### src/rtl/pwm_pkg.sv
// Purpose: shared widths, counter limits and sample conversion for the PWM DAC output stage.
// Latency: none (types, constants and pure functions only).
// Backpressure: none; pacing is done by the request strobe in pwm_dac_out.
package pwm_pkg;

    localparam int N_FRAC_DEF = 7;

    // Sample width: one sign bit plus the fractional bits.
    function automatic int pwm_width(input int n_frac);
        return n_frac + 1;
    endfunction

    // Last count of a PWM period for a given sample width.
    function automatic int pwm_cnt_max(input int w);
        return (1 << w) - 1;
    endfunction

    localparam int W_DEF       = pwm_width(N_FRAC_DEF);
    localparam int PWM_CNT_MAX = pwm_cnt_max(W_DEF);

    // Two's complement to offset binary: flipping the sign bit maps
    // the most negative sample to 0 and zero to mid-scale.
    function automatic logic [31:0] to_offset_bin(input logic [31:0] sample, input int w);
        return sample ^ (32'd1 << (w - 1));
    endfunction

endpackage

### src/rtl/pwm_tick_gen.sv
// Purpose: prescaler producing one count-enable tick every PRESCALE cycles while enabled.
// Latency: tick is combinational from the registered prescaler count.
// Backpressure: none; enable low clears the count so the next run starts aligned.
module pwm_tick_gen #(
    parameter  int PRESCALE = 1,
    localparam int PW       = $clog2(PRESCALE) + 1
) (
    input  logic clk,
    input  logic rst,
    input  logic enable,
    output logic tick
);

    localparam logic [PW-1:0] LAST = PW'(PRESCALE - 1);

    logic [PW-1:0] presc_cnt;

    assign tick = enable && (presc_cnt == LAST);

    // Count 0..PRESCALE-1 while enabled, wrapping on tick; held at 0 when disabled.
    always_ff @(posedge clk or posedge rst) begin
        if (rst) begin
            presc_cnt <= '0;
        end else if (!enable || tick) begin
            presc_cnt <= '0;
        end else begin
            presc_cnt <= presc_cnt + 1'b1;
        end
    end

endmodule

### src/rtl/pwm_dac_out.sv
// Purpose: double-buffered PWM DAC; signed samples become duty cycles, one sample request per period.
// Latency: a sample captured in period k drives the pin for all of period k+1; pin lags counter by 1 cycle.
// Backpressure: upstream is paced by sample_req_o; optional PWM_STATUS_EN adds sticky underrun/overrun flags.
module pwm_dac_out
    import pwm_pkg::*;
#(
    parameter  int N_FRAC   = 7,
    parameter  int PRESCALE = 1,
    localparam int W        = pwm_width(N_FRAC)
) (
    input  logic         clk_i,
    input  logic         rst_i,
    input  logic         enable_i,
    input  logic [W-1:0] data_i,
    input  logic         data_valid_strobe_i,
    output logic         sample_req_o,
    output logic         pwm_o,
    output logic         underrun_o,
    output logic         overrun_o
);

    localparam logic [W-1:0] CNT_MAX = W'(pwm_cnt_max(W));

    logic         tick;
    logic         wrap;
    logic         transfer;
    logic         enable_q;
    logic [W-1:0] pwm_cnt;
    logic [W-1:0] conv;
    logic [W-1:0] shadow;
    logic         shadow_full;
    logic [W-1:0] duty_active;

    pwm_tick_gen #(
        .PRESCALE (PRESCALE)
    ) u_tick_gen (
        .clk    (clk_i),
        .rst    (rst_i),
        .enable (enable_i),
        .tick   (tick)
    );

    assign conv     = W'(to_offset_bin(32'(data_i), W));
    assign wrap     = tick && (pwm_cnt == CNT_MAX);
    assign transfer = wrap && shadow_full;

    // Period counter advances on each tick and restarts from 0 whenever disabled.
    always_ff @(posedge clk_i or posedge rst_i) begin
        if (rst_i) begin
            pwm_cnt <= '0;
        end else if (!enable_i) begin
            pwm_cnt <= '0;
        end else if (tick) begin
            pwm_cnt <= pwm_cnt + 1'b1;
        end
    end

    // Registered pin compare and request pulse (period wrap or first enabled cycle).
    always_ff @(posedge clk_i or posedge rst_i) begin
        if (rst_i) begin
            enable_q     <= 1'b0;
            sample_req_o <= 1'b0;
            pwm_o        <= 1'b0;
        end else begin
            enable_q     <= enable_i;
            sample_req_o <= wrap || (enable_i && !enable_q);
            pwm_o        <= enable_i && (pwm_cnt < duty_active);
        end
    end

    // Double buffer: old shadow moves to the active duty on wrap before a coincident
    // new sample refills the shadow, so a strobe on the wrap cycle never bypasses.
    always_ff @(posedge clk_i or posedge rst_i) begin
        if (rst_i) begin
            shadow      <= '0;
            shadow_full <= 1'b0;
            duty_active <= '0;
        end else begin
            if (transfer) begin
                duty_active <= shadow;
            end
            if (data_valid_strobe_i) begin
                shadow      <= conv;
                shadow_full <= 1'b1;
            end else if (transfer) begin
                shadow_full <= 1'b0;
            end
        end
    end

`ifdef PWM_STATUS_EN
    logic got_sample;
    logic underrun_q;
    logic overrun_q;

    // Sticky flags: underrun only counts once upstream has delivered at least one sample.
    always_ff @(posedge clk_i or posedge rst_i) begin
        if (rst_i) begin
            got_sample <= 1'b0;
            underrun_q <= 1'b0;
            overrun_q  <= 1'b0;
        end else begin
            if (data_valid_strobe_i) begin
                got_sample <= 1'b1;
            end
            if (wrap && !shadow_full && got_sample) begin
                underrun_q <= 1'b1;
            end
            if (data_valid_strobe_i && shadow_full && !transfer) begin
                overrun_q <= 1'b1;
            end
        end
    end

    assign underrun_o = underrun_q;
    assign overrun_o  = overrun_q;
`else
    assign underrun_o = 1'b0;
    assign overrun_o  = 1'b0;
`endif

endmodule

### config.mk
export PLATFORM = sky130hd
export DESIGN_NAME = pwm_dac_out
export DESIGN_NICKNAME = d
export VERILOG_FILES = /design/src/rtl/pwm_pkg.sv /design/src/rtl/pwm_tick_gen.sv /design/src/rtl/pwm_dac_out.sv
export SDC_FILE = /design/constraint.sdc
export NUM_CORES = 1
export LEC_CHECK = 0
export CORE_UTILIZATION = 50
export DETAILED_ROUTE_END_ITERATION = 6
export PLACE_DENSITY = 0.73
export SLEW_MARGIN = 20
export SYNTH_ARGS = -nofsm -noshare
export SYNTH_HDL_FRONTEND = slang
export SYNTH_HIERARCHICAL = 1
export SYNTH_SLANG_ARGS = --single-unit
### constraint.sdc
create_clock -name clk_i -period 2.55 [get_ports clk_i]
set_input_delay 0.51 -clock clk_i [delete_from_list [all_inputs] [get_ports clk_i]]
set_output_delay 0.51 -clock clk_i [all_outputs]
set_load 0.1 [all_outputs]
== Word level (Yosys, flattened, before mapping) ==
Cells that the tools add are included.

* $add $sub $neg: 2
* Bitwise operators: 2
* $lt $le $gt $ge: 1
* Equal/unequal tests: 2
* Reductions and logical operators: 10
* Multiplexer cells: 5

{| class="wikitable"
|+ Operator list
! operator !! count
|-
| 8-bit 2-to-1 mux || 2
|-
| 8-bit by 1-bit adder with 8-bit output (second input constant) || 1
|-
| 8-bit equality test (second input constant) || 1
|-
| 8-bit < comparator || 1
|-
| 1-bit logical AND || 5
|-
| 1-bit 2-to-1 mux || 3
|-
| 1-bit logical NOT || 2
|-
| 1-bit logical OR || 2
|-
| 2-bit by 1-bit != test with 1-bit output (second input constant) || 1
|-
| 1-bit NOT || 2
|-
| 2-bit nonzero test || 1
|-
| 1-bit adder (second input constant) || 1
|}

* Word-level logic and storage cells: 30
* Register bits: 29
* Output and inout port bits: 4

== Logic depth before layout (Yosys ltp) ==
Gate-level depths: netlist of run 1.

* Depth after elaboration: 6
* Gate-level depth with buffers: 6
* Gate-level depth less buffers: 5

== By module ==
The synthesis of run 1 kept the hierarchy.

{| class="wikitable"
|+ Modules (own cells, without submodules)
! module !! seq. area each (um^2) !! cells an instance !! times used !! area an instance (um^2)
|-
| pwm_dac_out || 700.7 || 108 || 1 || 1,338.8
|-
| pwm_tick_gen || 25.0 || 4 || 1 || 46.3
|}

== Worst setup path after synthesis of run 1 ==
No wires, ideal clock.

* Path type: input to register
* Start: in enable_i
* End: reg duty_active[0]
* Path slack: 0.621 ns
* Stages on the path: 6
* Library setup time: 0.125 ns
* Path buffers: 2
* Arrival: 1.804 ns
* Path through: nor2b_4 -> buf_2 -> nand2_1 -> or4_4 -> buf_6 -> mux2_4

* Word-level cells in the longest chain between the ends: 3

{| class="wikitable"
|+ RTL lines
! element !! line !! source
|-
| from (decl) || pwm_dac_out.sv:13 || <nowiki>input logic enable_i,</nowiki>
|-
| 1-bit logical AND || pwm_tick_gen.sv:18 || <nowiki>assign tick = enable && (presc_cnt == LAST);</nowiki>
|-
| 1-bit logical AND || pwm_dac_out.sv:44 || <nowiki>assign wrap = tick && (pwm_cnt == CNT_MAX);</nowiki>
|-
| 1-bit logical AND || pwm_dac_out.sv:45 || <nowiki>assign transfer = wrap && shadow_full;</nowiki>
|-
| to (signal assigned) || pwm_dac_out.sv:80 || <nowiki>duty_active <= shadow;</nowiki>
|-
| to (decl) || pwm_dac_out.sv:32 || <nowiki>logic [W-1:0] duty_active;</nowiki>
|}

No other way between the ends.
A chain may end at the register's enable or synchronous reset.

== Final worst setup path of run 1 ==
* Start: in enable_i
* End: reg duty_active[5]

* Word-level cells in the longest chain between the ends: 3

{| class="wikitable"
|+ RTL lines
! element !! line !! source
|-
| 1-bit logical AND || pwm_tick_gen.sv:18 ||
|-
| net tick || pwm_dac_out.sv:24 || <nowiki>logic tick;</nowiki>
|-
| 1-bit logical AND || pwm_dac_out.sv:44 ||
|-
| 1-bit logical AND || pwm_dac_out.sv:45 ||
|}

The timed path passes the listed nets, and every way through them passes these cells.

==> results of run 1 <==
==> cell usage in the layout (no fill, tap or decap) <==
cell,netlist,layout
nand4_2,1,1
nor2b_4,1,1
nor2b_1,1,1
or3_1,1,1
clkinv_1,1,1
or4_4,1,1
mux2_2,7,7
a211oi_1,1,1
clkbuf_4,0,5
dfrtp_1,29,29
o211ai_1,1,1
clkdlybuf4s50_1,0,11
xnor2_1,1,1
buf_4,2,4
nand4_1,3,3
inv_1,11,11
nand3_1,2,2
mux2_4,7,7
conb_1,2,3
mux2i_1,3,3
nor3b_1,1,1
xor2_1,3,3
nor2_1,5,5
a2111oi_0,1,1
ha_1,8,8
o21ai_0,5,5
o2111a_1,1,1
or3_2,3,3
bufinv_16,0,2
nand2_1,2,2
clkinv_2,0,1
a21o_1,1,1
a21oi_1,4,4
==> report_power, final <==
part	internal [mW]	switching [mW]	total [mW]
clock network	0.303	0.169	0.472
registers	0.477	0.0119	0.489
logic	0.0360	0.0515	0.0874
total	0.817	0.232	1.05
==> through the flow <==
step	cell area (um^2)	setup WS [ns]	power, mW	util, %
2_1_floorplan	1390	0.621	0.556	-
3_5_place_dp	1530	0.208	0.587	60.2
3_3_place_gp	1530	0.244	0.583	60.2
6_report	1630	0.549	1.05	64.2
4_1_cts	1630	0.563	1.06	64.2
5_1_grt	1630	0.510	1.09	64.2
==> Yosys cell counts, drive strengths merged <==
master / instances / area, um^2
a2111oi: 1 / 8.76
a211oi: 1 / 7.51
a21o: 1 / 7.51
a21oi: 4 / 20.0
buf: 4 / 31.3
clkbuf: 1 / 3.75
clkinv: 1 / 3.75
conb: 2 / 7.51
dfrtp: 29 / 726
ha: 8 / 100
inv: 11 / 41.3
mux2: 14 / 184
mux2i: 3 / 30.0
nand2: 2 / 7.51
nand3: 2 / 10.0
nand4: 4 / 31.3
nor2: 5 / 18.8
nor2b: 2 / 20.0
nor3b: 1 / 7.51
o2111a: 1 / 11.3
o211ai: 1 / 7.51
o21ai: 5 / 25.0
or3: 4 / 28.8
or4: 1 / 11.3
xnor2: 1 / 8.76
xor2: 3 / 26.3
==> final cells by class <==
class                           instances  share of cell area (%)
Clock buffer                            5                    2.30
Clock inverter                          3                    3.98
Inverter                               12                    2.76
Multi-Input combinational cell         67                    35.7
Sequential cell                        29                    44.4
Tap cell                               30                    2.30
Timing Repair Buffer                   15                    8.58
==> routing by layer <==
layer	track usage, %	vias up	part of all wire (%)
li1	-	420	-
met1	25.3	446	43
met2	33.9	20	52
met3	7.50	4	3.8
met4	11.5	0	1.8
met5	0	-	0
==> critical path, stage by stage <==
cell,delay [ns]
clkdlybuf4s50_1,0.50
nor2b_4,0.15
nand2_1,0.11
or4_4,0.61
mux2_4,0.34
==> sequential cells by signal (all words and copies together), names as in the netlist <==
register	count
shadow	8
shadow_full	1
pwm_o	1
u_tick_gen/presc_cnt	1
enable_q	1
pwm_cnt	8
sample_req_o	1
duty_active	8
==> how the worst max path moves through the flow <==
stage	endpoint	slack (ns)	cells after the start
floorplan	duty_active[0]	0.62	6
global placement	duty_active[4]	0.24	5
detailed placement	duty_active[5]	0.21	5
CTS	duty_active[5]	0.56	5
global route	duty_active[5]	0.51	5
finish	duty_active[5]	0.55	5
==> cells by family after synthesis <==
family | after synthesis | share of synthesized area, %
DFF | 29 | 52.4
and+or+nand+nor | 21 | 9.76
muxes | 17 | 15.4
buffers and inverters | 17 | 5.78
AOI/OAI and AO/OA | 14 | 6.32
adders and majority gates | 8 | 7.23
xor gates and xnor gates | 4 | 2.53
other | 2 | 0.542
==> summary.md, run 1 <==
| Metric | Value |
|---|---|
| Clock buffer depth | 2 |
| Reg clk slew, reported paths | 0.10 ns |
| Share of layout cells above drive strength 1 | 24.4% |
| Synth Area per Inst | 12.4 um^2 |
| WP data required | 2.77 ns |
| CP Capture Type | register |
| RePlAce Congestion | 0.784 |
| Area grow syn2layout | 18.0% |
| Site Rows | 18 |
| Data arrival time of the worst path | 2.22 ns |
| Leakage | 0.776 nW |
| Power per cell area | 642 mW/mm^2 |
| Area of the multi-input gates | 583 um^2 |
| Reg2reg start | pwm_cnt[0] |
| CTS tree | yes |
| Path type of the worst min-delay path | input port to asynchronous set/reset pin |
| Run status | completed |
| Yosys cell types | 32 |
| Worst skew pair latency | 0.33 ns |
| Vias per cell | 5.53 |
| Layout Cells excl Fill | 161 |
| Antenna diodes | 0 |
| Number of setup violations in the final report | 0 |
| Total grt overflow | 0 |
| Avg WL per Cell | 15.4 um |
| Fmax | 0.500 GHz |
| CP max FO | 8 |
| Largest net degree at the start of global routing | 29 |
| Drt first pass iters | 4 |
| Final Hold Slack | 0.334 ns |
| Die Area | 0.00298 mm^2 |
| Cell Area, Synth | 0.00139 mm^2 |
| Die height | 54.6 um |
| Initial DRC count | 7 |
| I/O pins | 16 |
| First-pass GRT wire length | 4220 um |
| NumNets Final | 150 |
| H-tree levels | 2 |
| R2r worst-path depth | 4 |
| Crit. Startpoint | enable_i |
| Initial antenna violation count | 0 |
| Hold buffer count at CTS | 0 |
| Slew margin rel. | 68.3% |
| Tmin final | 2.00 ns |
| Worst IR Drop VDD | 0.461 mV |
| Max Slew Vio Count | 0 |
| Setup repair bufs after CTS | 0 |
| Placed insts | 153 |
| Hold Vio Cnt, Final | 0 |
| Detailed Place HPWL | 1780 um |
| Clock sink total | 29 |
| R2R Path End | duty_active[5] |
| Yosys Warn Count | 6 |
| FILL cells | 198 |
| Sequential Area | 726 um^2 |
| Buffers on Ports | 13 |
| Final wirelength | 2470 um |
| Num CTS Buffers | 5 |
| Setup CP Type | input port to register |
| RSZ-0062 raised after global routing | false |
| Seq cells post-synth | 29 |
| Max Cap Violations | 0 |
| Syn Inst Count | 112 |
| Final Cycle Share | 78.5% |
| Worst-margin pin slew | 0.464 ns |
| Post-CTS sizing | 0 |
| Starting Density | 54.4% |
| Vias in the first global route | 901 |
| Overall routing resource usage | 21.4% |
| Reg-to-reg setup timing slack | 0.66 ns |
| Core area | 0.00254 mm^2 |
| Setup TNS | 0 ns |
| Die span in x | 54.6 um |
| Drc violations | 0 |
| CTS Root Cell | clkbuf_4 |
| Clock skew | 0.00652 ns |
| Sequential area share after synthesis | 52.4% |
| Startpoint types | input port |
| Antenna-violating nets left | 0 |
| DR vias | 890 |
Power figures use the tool's default switching activity.
==> run 2, diff against run 1 <==
Settings changed: CORE_UTILIZATION 50 to 49, PLACE_DENSITY 0.73 to 0.75.
Clock period 2.55 ns to 1.7 ns, I/O delays scaled along.
==> summary.md, run 2 (synthesis gave the netlist of run 1 again) <==
| Metric | Value |
|---|---|
| Die Area | 0.00304 mm^2 (+2.0%) |
| I/O pins | 16 (unchanged) |
| Area grow syn2layout | 24.5% |
| Clock sink total | 29 (unchanged) |
| Final Cycle Share | 98.8% |
| Clock buffer depth | 2 (unchanged) |
| Detailed Place HPWL | 1820 um (+2.6%) |
| Hold Vio Cnt, Final | 0 (unchanged) |
| Final Hold Slack | 0.168 ns (-0.166 ns) |
| Core area | 0.00257 mm^2 (+0.88%) |
| WP data required | 1.91 ns (-0.86 ns) |
| Avg WL per Cell | 14.6 um (-4.6%) |
| Comb pwr share | 11.3% (+3.0 points) |
| Fmax | 0.596 GHz |
| RePlAce Congestion | 0.825 (+5.3%) |
| Clock skew | 0.0117 ns (+0.00521 ns) |
| Biggest regs | duty_active (8), pwm_cnt (8), shadow (8) |
| Vias in the first global route | 973 (+8.0%) |
| Starting Density | 53.9% (-0.48 points) |
| Most frequent cells in the layout | 27 x dfrtp_1, 12 x buf_4, 11 x inv_1 |
| Drt first pass iters | 4 (unchanged) |
| Busiest layer in global routing | met2 |
| Most common cell after layout, fill and taps aside | dfrtp_1 |
| Critical Path Slowest Stage Cell | or4_4 |
| Tot Pwr | 1.38 mW (+31%) |
| H-tree levels | 2 (unchanged) |
| Switching power of the nets | 0.351 mW (+51%) |
| Number of setup violations in the final report | 0 (unchanged) |
| CTS tree | yes |
| Worst IR Drop VDD | 0.693 mV (+50%) |
| Critical path's top delay family | simple AND/OR/NAND/NOR gates |
| Drc violations | 0 (unchanged) |
| Run status | completed |
| Overall routing resource usage | 21.1% (-0.34 points) |
| Vias per cell | 5.44 (-1.6%) |
| Worst Path Buf+Inv | 0 (-1) |
| Initial antenna violation count | 0 (unchanged) |
| Power per cell area | 799 mW/mm^2 (+24%) |
| CTS Root Cell | clkbuf_4 |
| NumNets Final | 160 (+6.7%) |
| Reg2reg start | pwm_cnt[1] |
| Clk pwr share | 35.5% (-9.5 points) |
| CP max FO | 8 (unchanged) |
| Share of layout cells above drive strength 1 | 33.3% (+8.9 points) |
| Largest net degree at the start of global routing | 29 (unchanged) |
| Num CTS Buffers | 5 (unchanged) |
| Antenna-violating nets left | 0 (unchanged) |
| Die height | 55.2 um (+0.98%) |
| Max Cap Violations | 0 (unchanged) |
| Max Slew Vio Count | 0 (unchanged) |
| Global routing usage on met2 | 35.1% (+1.2 points) |
| Crit. Startpoint | pwm_cnt[1] |
| Hold buffer count at CTS | 0 (unchanged) |
| CP cell instances | ha_4 > nand2_2 > or4_4 > mux2_4 |
| Tmin final | 1.68 ns |
| Met1 GRT Util | 25.2% (-0.14 points) |
| Final core utilization | 67.2% (+2.9 points) |
| Switching share of total power | 25.5% (+3.4 points) |
| RSZ-0062 raised after global routing | true |
| Antenna diodes | 0 (unchanged) |
| Leakage | 0.818 nW (+5.4%) |
| First-pass GRT wire length | 4240 um (+0.66%) |
| Data arrival time of the worst path | 1.89 ns (-0.33 ns) |
| Site Rows | 18 (unchanged) |
| Worst skew pair latency | 0.33 ns (about the same) |
| Reg power frac | 53.2% (+6.6 points) |
| Initial DRC count | 13 (+6) |
| Startpoint types | register |
| Reg clk slew, reported paths | 0.10 ns (about the same) |
| M3 GR Usage | 7.10% (-0.40 points) |
| Total grt overflow | 0 (unchanged) |
| Setup CP Type | register to register |
| Power Internal | 1.03 mW (+26%) |
| Die span in x | 55.2 um (+0.98%) |
| Buffers on Ports | 13 (unchanged) |
| CP peak stage delay | 0.58 ns (-0.03 ns) |
| CP Capture Type | register |
| Path type of the worst min-delay path | input port to asynchronous set/reset pin |
| Final wirelength | 2510 um (+1.3%) |
| DR vias | 930 (+4.5%) |
run 2: final timing paths:
kind                                         to  slack, ns  cells after the start
min in group clk_i                     enable_q       0.35                      2
hold / removal             u_tick_gen/presc_cnt       0.17                      2
max in group asynchronous            pwm_cnt[4]       1.03                      3
hold reg to reg                    sample_req_o       0.44                      1
setup reg to reg                 duty_active[1]       0.02                      4
setup / recovery                 duty_active[1]       0.02                      4
run 2: power groups by stage:
stage                     clock network, mW  logic [mW]  registers [mW]
final                                 0.490       0.156           0.732
after global routing                  0.527       0.169           0.736
after CTS                             0.490       0.155           0.732
after detailed placement                  0       0.153           0.745
after global placement                    0       0.147           0.743
after floorplan                           0      0.0767           0.760
run 2: worst reg2reg max path: cells and delay by family (launching register included):
kind	cells	cell delay, ns
and+or+nand+nor	2	0.63
DFF	1	0.43
muxes	1	0.33
adders and majority gates	1	0.17
run 2: repair_timing:
action | CTS | global route
endpoints found under the setup margin | 8 | 8
pin swaps | 0 | 1
buffers inserted | 1 | 1
gates resized for setup | 6 | 2
hold endpoints to repair | 0 | 0
run 2: stage by stage:
step / instances / cell area, um^2 / setup WS, ns / TNS, ns
finish: 171 / 1720 / 0.0208 / 0
CTS: 170 / 1710 / -0.00408 / -0.00738
global placement: 161 / 1620 / -0.355 / -3.26
floorplan: 113 / 1400 / -0.0164 / -0.115
global route: 171 / 1720 / -0.0256 / -0.134
detailed placement: 161 / 1620 / -0.389 / -3.72
run 2: layout make-up:
type | count | area (um^2)
fill | 192 | 843
clock buffer | 7 | 65.1
timing repair buffer | 25 | 239
tap | 30 | 37.5
multi-input combinational | 67 | 604
inverter | 12 | 45.0
sequential | 29 | 728
clock inverter | 1 | 5.00
run 2: routing by layer:
layer	wire, um	share of wire (%)	up-vias
li1	-	-	441
met1	1140	45	467
met2	1230	49	16
met3	91	3.6	6
met4	40	1.6	0
met5	0	0	-
==> run 3, diff against run 2 <==
Settings changed: CORE_UTILIZATION 49 to 50, CTS_BUF_LIST set to sky130_fd_sc_hd__clkbuf_8, PLACE_DENSITY 0.75 to 0.73.
Clock period 1.7 ns to 2.1 ns, I/O delays scaled along.
==> summary.md, run 3 (synthesis gave the netlist of run 1 again) <==
| Metric | Value |
|---|---|
| Run status | completed |
| H-tree levels | 2 (unchanged) |
| R2R Path End | pwm_o |
| Clock sink total | 29 (unchanged) |
| Largest net degree at the start of global routing | 29 (unchanged) |
| Setup repair bufs after CTS | 0 (-1) |
| Reg clk slew, reported paths | 0.06 ns (-0.04 ns) |
| Worst IR Drop VDD | 0.679 mV (-2.1%) |
| Vias per cell | 5.35 (-1.7%) |
| Detailed Place HPWL | 1710 um (-6.4%) |
| CTS Root Cell | clkbuf_8 |
| Post-CTS sizing | 0 (-6) |
| FILL cells | 204 (+6.3%) |
| Starting Density | 54.4% (+0.48 points) |
| Drt first pass iters | 3 (-1) |
| Busiest layer in global routing | met2 |
| CP cell instances | ha_1 > a211oi_1 > o21ai_0 > a2111oi_0 |
| Final Cycle Share | 89.4% (-9.4 points) |
| Die height | 54.6 um (-0.97%) |
| Biggest regs | duty_active (8), pwm_cnt (8), shadow (8) |
| CP Capture Type | register |
| Leakage | 0.784 nW (-4.2%) |
| Initial antenna violation count | 0 (unchanged) |
| Hold Vio Cnt, Final | 0 (unchanged) |
| Critical Path Slowest Stage Cell | a2111oi_0 |
| CP max FO | 5 (-3) |
| Overall routing resource usage | 20.4% (-0.73 points) |
| RSZ-0062 raised after global routing | false |
| Global routing usage on met2 | 31.1% (-4.0 points) |
| Max Slew Vio Count | 0 (unchanged) |
| Num CTS Buffers | 5 (unchanged) |
| Core area | 0.00254 mm^2 (-0.88%) |
| Slew margin rel. | 64.6% |
| Antenna diodes | 0 (unchanged) |
| Startpoint types | register |
| Tmin final | 1.88 ns (+0.197 ns) |
| Most common cell after layout, fill and taps aside | dfrtp_1 |
| Sequential Area | 726 um^2 (-0.34%) |
| NumNets Final | 153 (-4.4%) |
| Final instance area | 0.00164 mm^2 (-5.1%) |
| Buffers on Ports | 13 (unchanged) |
| Drc violations | 0 (unchanged) |
| DR vias | 877 (-5.7%) |
| Power per cell area | 689 mW/mm^2 (-14%) |
| Tot Pwr | 1.13 mW (-18%) |
| Most frequent cells in the layout | 29 x dfrtp_1, 12 x inv_1, 11 x clkdlybuf4s50_1 |
| Data arrival time of the worst path | 1.99 ns (+0.10 ns) |
| Hold buffer count at CTS | 0 (unchanged) |
| Final Hold Slack | 0.307 ns (+0.139 ns) |
| Worst skew pair latency | 0.28 ns (-0.05 ns) |
| Reg2reg start | pwm_cnt[3] |
| Antenna-violating nets left | 0 (unchanged) |
| Setup CP Type | register to register |
| Worst-margin pin slew | 0.517 ns |
| Area of the multi-input gates | 583 um^2 (-3.5%) |
| R2r worst-path depth | 4 (unchanged) |
| Site Rows | 18 (unchanged) |
| CP peak stage delay | 0.55 ns (-0.03 ns) |
| Share of layout cells above drive strength 1 | 25.4% (-8.0 points) |
| CTS tree | yes |
| Placed Area | 0.00155 mm^2 (-4.0%) |
| First-pass GRT wire length | 3920 um (-7.6%) |
| Number of setup violations in the final report | 0 (unchanged) |
| Initial DRC count | 9 (-4) |
| RePlAce Congestion | 0.860 (+4.2%) |
| Clock skew | 0.00154 ns (-0.0102 ns) |
| Avg WL per Cell | 14.2 um (-3.2%) |
| Area grow syn2layout | 18.2% |
| Met1 GRT Util | 23.5% (-1.7 points) |
| Clock buffer depth | 2 (unchanged) |
| Vias in the first global route | 872 (-10%) |
| Die Area | 0.00298 mm^2 (-1.9%) |
| Reg-to-reg setup timing slack | 0.22 ns (+0.20 ns) |
| Die span in x | 54.6 um (-0.97%) |
| Total grt overflow | 0 (unchanged) |
| WP data required | 2.21 ns (+0.30 ns) |
| Path type of the worst min-delay path | input port to asynchronous set/reset pin |
| Final wirelength | 2330 um (-7.2%) |
| Max Cap Violations | 0 (unchanged) |
| Fmax | 0.533 GHz (-11%) |
| M3 GR Usage | 6.94% (-0.16 points) |
| Final core utilization | 64.3% (-2.8 points) |
| I/O pins | 16 (unchanged) |
## run 3: routing by layer
layer | part of all wire, % | routed length [um]
met2 | 47 | 1100
met3 | 3.3 | 77
met4 | 3.9 | 91
met1 | 46 | 1060
met5 | 0 | 0
## run 3: power by group
| part | leakage [nW] | internal [mW] | switching (mW) |
|---|---|---|---|
| clock | 0.0491 | 0.224 | 0.199 |
| combinational | 0.367 | 0.0462 | 0.0629 |
| sequential | 0.368 | 0.581 | 0.0139 |
## run 3: worst max-delay path, delay by kind of cell (launching register included)
kind                       cells  cell delay, ns
adders and majority gates      1            0.34
AOI/OAI and AO/OA              3            0.93
DFF                            1            0.45
## run 3: how the worst max path moves through the flow
stage | from | endpoint | slack (ns) | depth (start not counted)
after detailed placement | enable_i | duty_active[1] | -0.06 | 5
after floorplan | enable_i | duty_active[0] | 0.26 | 6
after CTS | pwm_cnt[3] | pwm_o | 0.23 | 4
after global routing | enable_i | duty_active[2] | 0.18 | 5
after global placement | enable_i | duty_active[4] | -0.04 | 5
final | pwm_cnt[3] | pwm_o | 0.22 | 4
## run 3: area by class of cell
cell class | count | area share (%)
Clock buffer | 5 | 4.20
Inverter | 12 | 2.75
Tap cell | 30 | 2.29
Multi-Input combinational cell | 67 | 35.6
Clock inverter | 3 | 0.841
Timing Repair Buffer | 18 | 9.94
Sequential cell | 29 | 44.3
## run 3: through the flow
stage / setup WS, ns / std cells / setup TNS [ns]
2_1_floorplan: 0.261 / 113 / 0
3_3_place_gp: -0.0373 / 156 / -0.256
3_5_place_dp: -0.0632 / 156 / -0.425
4_1_cts: 0.227 / 164 / 0
5_1_grt: 0.181 / 164 / 0
6_report: 0.224 / 164 / 0
